File: src/rtl/truth_table_sequencer.sv
// Sweeps {a,b,c} through 000..111, holding each vector for DWELL clocks, and captures y_in into an 8-bit truth table.
// Optional golden-table compare is enabled by defining TT_CHECK_EN.
module truth_table_sequencer #(
  parameter int         DWELL    = 100,
  parameter int         CNT_W    = 16,
  parameter logic [7:0] EXPECTED = 8'h00
) (
  input  logic       clk,
  input  logic       rst,
  input  logic       start,
  input  logic       y_in,
  output logic       a,
  output logic       b,
  output logic       c,
  output logic       busy,
  output logic       done,
  output logic [7:0] truth_table,
  output logic       mismatch
);

  typedef enum logic [1:0] {
    IDLE = 2'd0,
    RUN  = 2'd1,
    DONE = 2'd2
  } state_t;

  localparam logic [CNT_W-1:0] CntLast = CNT_W'(DWELL - 1);
  localparam logic [CNT_W-1:0] CntOne  = CNT_W'(1);

  state_t           state_q, state_d;
  logic [2:0]       idx_q, idx_d;
  logic [CNT_W-1:0] cnt_q, cnt_d;
  logic             busy_q, busy_d;
  logic             done_q, done_d;
  logic [7:0]       tt_q, tt_d;

  always_ff @(posedge clk or posedge rst) begin
    if (rst) begin
      state_q <= IDLE;
      idx_q   <= 3'd0;
      cnt_q   <= '0;
      busy_q  <= 1'b0;
      done_q  <= 1'b0;
      tt_q    <= 8'h00;
    end else begin
      state_q <= state_d;
      idx_q   <= idx_d;
      cnt_q   <= cnt_d;
      busy_q  <= busy_d;
      done_q  <= done_d;
      tt_q    <= tt_d;
    end
  end

  // y_in is sampled on the last clock of each hold, giving the unit DWELL clocks to settle.
  always_comb begin
    state_d = state_q;
    idx_d   = idx_q;
    cnt_d   = cnt_q;
    busy_d  = busy_q;
    done_d  = done_q;
    tt_d    = tt_q;
    case (state_q)
      IDLE, DONE: begin
        if (start) begin
          state_d = RUN;
          idx_d   = 3'd0;
          cnt_d   = '0;
          tt_d    = 8'h00;
          busy_d  = 1'b1;
          done_d  = 1'b0;
        end
      end
      RUN: begin
        if (cnt_q == CntLast) begin
          tt_d[idx_q] = y_in;
          cnt_d       = '0;
          if (idx_q != 3'd7) begin
            idx_d = idx_q + 3'd1;
          end else begin
            state_d = DONE;
            busy_d  = 1'b0;
            done_d  = 1'b1;
          end
        end else begin
          cnt_d = cnt_q + CntOne;
        end
      end
      default: begin
        state_d = IDLE;
        idx_d   = 3'd0;
        cnt_d   = '0;
        busy_d  = 1'b0;
        done_d  = 1'b0;
      end
    endcase
  end

`ifdef TT_CHECK_EN
  logic mismatch_q, mismatch_d;

  // Compare the table as it will be after the final capture, so the flag is valid with done.
  always_comb begin
    mismatch_d = mismatch_q;
    if (state_q != RUN && start) begin
      mismatch_d = 1'b0;
    end else if (state_q == RUN && state_d == DONE) begin
      mismatch_d = (tt_d != EXPECTED);
    end
  end

  always_ff @(posedge clk or posedge rst) begin
    if (rst) begin
      mismatch_q <= 1'b0;
    end else begin
      mismatch_q <= mismatch_d;
    end
  end

  assign mismatch = mismatch_q;
`else
  // EXPECTED stays referenced but the expression folds to a constant 0.
  assign mismatch = 1'b0 & (^EXPECTED);
`endif

  assign a           = idx_q[2];
  assign b           = idx_q[1];
  assign c           = idx_q[0];
  assign busy        = busy_q;
  assign done        = done_q;
  assign truth_table = tt_q;

endmodule

File: config.mk
export PLATFORM = sky130hd
export DESIGN_NAME = truth_table_sequencer
export DESIGN_NICKNAME = d
export VERILOG_FILES = /design/src/rtl/truth_table_sequencer.sv
export SDC_FILE = /design/constraint.sdc
export NUM_CORES = 1
export LEC_CHECK = 0
export ABC_AREA = 0
export BUFFER_PORTS_ARGS = -buffer_cell sky130_fd_sc_hd__buf_2
export CAP_MARGIN = 20
export CELL_PAD_IN_SITES_DETAIL_PLACEMENT = 1
export CELL_PAD_IN_SITES_GLOBAL_PLACEMENT = 2
export CORE_MARGIN = 2
export CORE_UTILIZATION = 40
export CTS_BUF_LIST = sky130_fd_sc_hd__clkbuf_8
export DETAILED_ROUTE_END_ITERATION = 7
export PLACE_DENSITY_LB_ADDON = 0.1
export REMOVE_ABC_BUFFERS = 1
export SLEW_MARGIN = 40
export SYNTH_ARGS = -nofsm -noshare
export SYNTH_HDL_FRONTEND = slang
export SYNTH_SLANG_ARGS = --single-unit
export TNS_END_PERCENT = 30
File: constraint.sdc
create_clock -name clk -period 3.1 [get_ports clk]
set_clock_uncertainty 0.1 [all_clocks]
set_input_delay 0.62 -clock clk [delete_from_list [all_inputs] [get_ports clk]]
set_output_delay 0.62 -clock clk [all_outputs]
set_load 0.03 [all_outputs]
## After elaboration in Yosys (flattened, before gate mapping)

Index checks and enable logic that the tools add are counted.

| storage, ports and cells | value |
|---|---|
| bits in registers | 31 |
| input bits | 4 |
| output and inout bits | 14 |
| word-level logic and storage cells | 50 |

| cells by class | value |
|---|---|
| add/sub/neg operators | 2 |
| magnitude comparators | 2 |
| eq/ne operators | 8 |
| muxes and demuxes | 25 |
| reduce and logical (&&, ||, !) cells | 7 |

Operators with widths:

| kind | number |
|---|---|
| $mux W16 | 2 |
| $pmux W16 S2 | 1 |
| $add A16 B1 Y16 const B | 1 |
| $eq A16 B7 Y1 const B | 1 |
| $mux W8 | 2 |
| $pmux W8 S2 | 1 |
| $mux W3 | 3 |
| $reduce_and A3 Y1 | 3 |
| $bwmux W8 | 1 |
| $ne A2 B2 Y1 const B | 4 |
| $mux W1 | 7 |
| $mux W2 | 3 |
| $pmux W3 S2 | 1 |
| $lt A3 B4 Y1 const B | 1 |
| $pmux W1 S2 | 2 |
| $pmux W2 S2 | 1 |
| $add A3 B1 Y3 const B | 1 |
| $demux W1 S3 | 1 |
| $ge A3 B1 Y1 const B | 1 |
| $ne A3 B3 Y1 const B | 1 |
| $eq A2 B1 Y1 const B | 1 |
| $eq A2 B2 Y1 const B | 1 |
| $logic_not A2 Y1 | 1 |
| $reduce_bool A2 Y1 | 1 |
| other kinds (2) | 2 |

## Depth between registers and ports, before layout

| depth | value |
|---|---|
| word-level depth | 7 |
| mapped depth | 7 |

## Worst setup path before layout

OpenSTA, ideal clock, no wires.

| timing path | value |
|---|---|
| kind | reg-to-reg |
| start | reg cnt_q[0] |
| end | reg cnt_q[8] |
| setup time | 0.069 ns |
| arrival | 1.623 ns |
| data required time | 2.931 ns |
| path slack | 1.308 ns |
| stages on the path, launching flop included | 7 |
| cell sequence | dfrtp_1 ha_1 nor3b_1 and4_1 buf_2 or4_1 nand3_1 |

| on the way | value |
|---|---|
| word-level cells in the longest chain between the ends | 3 |

RTL lines:

| what | line | source |
|---|---|---|
| start: declaration | 32 | `logic [CNT_W-1:0] cnt_q, cnt_d;` |
| start signal: assignment | 48 | `cnt_q <= cnt_d;` |
| $add A16 B1 Y16 or $eq A16 B7 Y1 (tied branches) | 86, 75 |  |
| $mux W16 (*) | 75 | `if (cnt_q == CntLast) begin` |
| $pmux W16 S2 (*) | 63 | `case (state_q)` |

Mark *: on every way between the ends. The rest lies on a longest branch, timed or not.
A chain may end at the register's enable or synchronous reset.

## Worst setup path in the final report

| timing path | value |
|---|---|
| start | reg cnt_q[0] |
| end | reg cnt_q[9] |

The elaborated chain is that of the path after synthesis.

==> results.cfg <==
[run_status]
status = complete, no violations

[logic_synthesis]
synth.area.top_cells = dfrtp_1, nand2_1, nand3_1
synth_top_area_share_pct = 43.9
synth-edff-count = 0
synth_most_common_cell = dfrtp_1
ys_seq_elements = 30
ys.flop_type = dfrtp_1
yosysSeqAreaShare_pct = 43.9
ys_warn_count = 0
syn-cell-area_sq_um = 1710
synth_common_cells = dfrtp_1, nand2_1, nand3_1
ys_types = 44
ys_async_sr_fraction_pct = 100
yosysTopAreaCell = dfrtp_1
syn_inst = 185
syn_avg_cell_area_sq_um = 9.25

[die]
io_pins = 18
floorplan.rows = 23
coreArea_sq_um = 4060
die_h_microns = 69.4
die_area_sq_um = 4820
start_util_pct = 42.2
die_width_microns = 69.4

[global_route]
grt_pass1_wl_microns = 8070
first_global_vias = 1643
grt_usage_pct = 21.4
grt_max_degree = 31
grt_antenna_before_repair = 0
overflow = 0

[route]
routed_via_density = 6.22
vias = 1554
drt_pass1_iterations = 4
avgRoutedWirePerCell_microns = 19.4
wl_microns = 4840
drtIter0Drc = 131
drc = 0
ant_nets = 0

[timing]
slew_violations = 0
max_slew_margin_pct = 56.3
fmax_mhz = 474
finalWorstSetupSlack_ns = 0.991
rsz0062_at_grt = no
setup_tns_ns = 0
tightestPinTransition_ns = 0.654
period_share_pct = 68.0
period_needed_ns = 2.11
setup_viol = 0
finalHoldViolations = 0
hold_ws_ns = 0.298

[clocking]
clk_pin_slew_ns = 0.07
ctsHoldBuffers = 0
postCtsSetupBuffers = 0
h-tree-depth = 2
post_cts_resized = 0
clk_latency_ns = 0.29
cts_buffer_depth = 2
cts_tree = yes
root_buffer = clkbuf_8
cts_buffers = 5
cts.sink_count = 30

[pwr]
vdd_ir_drop_max_uv = 170
p_per_area_nw_per_um2 = 372
p_leak_nw = 0.907

[layout]
drive_gt1_share_pct = 16.5
nNetsFinal = 207
fin_util_pct = 47.0
num_antenna_cells = 0
syn_to_final_growth_pct = 11.4
final_cells = 250

[setup_path]
r2r-start = cnt_q[0]
crit_fanout = 30
r2r_setup_slack_ns = 0.99
required_ns = 3.18
r2r_end = cnt_q[9]
crit_type = flop to flop
arrival_ns = 2.19
end_kind = flop
cp-start-kind = flop
r2r_cells = 6

[run]
cap_violations = 0

[place]
port_buffers = 16
hpwlAfterDp_microns = 3340
dp_worst_setup_slack_ns = 1.01
place.gp.congestion = 0.824
dpl.cell_count = 243

[worst_hold_path]
hold_class = input port to asynchronous set/reset pin
per-stage QoR:
stage	power (W)	instance area, sq um
finish	0.000710	1910
global route	0.000733	1910
detailed placement	0.000422	1830
CTS	0.000712	1910
global placement	0.000421	1830
floorplan	0.000414	1660
metal layers:
metal	global-route usage [%]	vias up	share of wire (%)
met2	36.6	34	51
met4	7.63	0	1.4
li1	-	727	-
met3	5.09	9	3.7
met1	26.2	784	44
met5	0	-	0
cell type report:
cell class / instances / area, sq um
inverter: 6 / 22.5
multi-input combinational: 137 / 885
tap: 50 / 62.6
sequential: 30 / 751
clock buffer: 5 / 68.8
clock inverter: 2 / 7.51
timing repair buffer: 20 / 110
fill: 491 / 2150
worst max-delay path by stage:
stage               startpoint        endpoint  slack [ns]  cells past startpoint
floorplan             cnt_q[0]        cnt_q[4]        0.74                      5
global placement      cnt_q[0]        cnt_q[9]        1.12                      6
detailed placement    cnt_q[0]  truth_table[5]        1.01                      6
CTS                   cnt_q[0]  truth_table[5]        1.00                      6
global route          cnt_q[0]  truth_table[5]        0.76                      6
finish                cnt_q[0]        cnt_q[9]        0.99                      6
logic make-up after synthesis:
family,Yosys count,share of synthesized area (%)
adder cells (fa/ha/maj),3,2.19
AND/OR/NAND/NOR,87,28.4
other,1,0.219
AO/OA/AOI/OAI,38,16.2
flip-flops,30,43.9
multiplexers,8,4.68
buffers and inverters,18,4.46
worst max-delay path, stage by stage, from the launching register on:
cell	delay (ns)
dfrtp_1	0.41
ha_1	0.26
nor3b_1	0.16
nand4_1	0.09
buf_4	0.33
nand2_1	0.24
o41ai_1	0.40
state kept, by name, summed over array words and instances, names as in the netlist:
| signal | cells |
|---|---|
| done | 1 |
| busy | 1 |
| state_q | 1 |
| cnt_q | 16 |
| idx_q | 3 |
| truth_table | 8 |
cell usage in the layout (no fill, tap or decap), types with 2 or more instances in the layout:
cell type / count
nor3_1: 4
inv_1: 8
nand2b_1: 2
and3_1: 5
and2_1: 2
buf_2: 16
nand2_1: 23
and4_1: 4
nor2_1: 7
a21oi_1: 3
or3_1: 2
nor4_2: 2
buf_4: 4
dfrtp_1: 30
nand4_1: 7
nand3_1: 17
a22o_1: 3
clkbuf_8: 5
o211ai_1: 3
ha_1: 3
nor2b_1: 2
nor4_1: 6
o21ai_0: 5
mux2i_1: 8
a31oi_1: 7
a31o_2: 4
o2111ai_1: 2
o22ai_1: 2
report_power, final:
| part | switching, W | internal, W | total (W) |
|---|---|---|---|
| sequential | 0.000000682 | 0.000393 | 0.000394 |
| clock | 0.000149 | 0.000148 | 0.000296 |
| combinational | 0.0000159 | 0.00000434 | 0.0000203 |
Power figures use the tool's default switching activity.
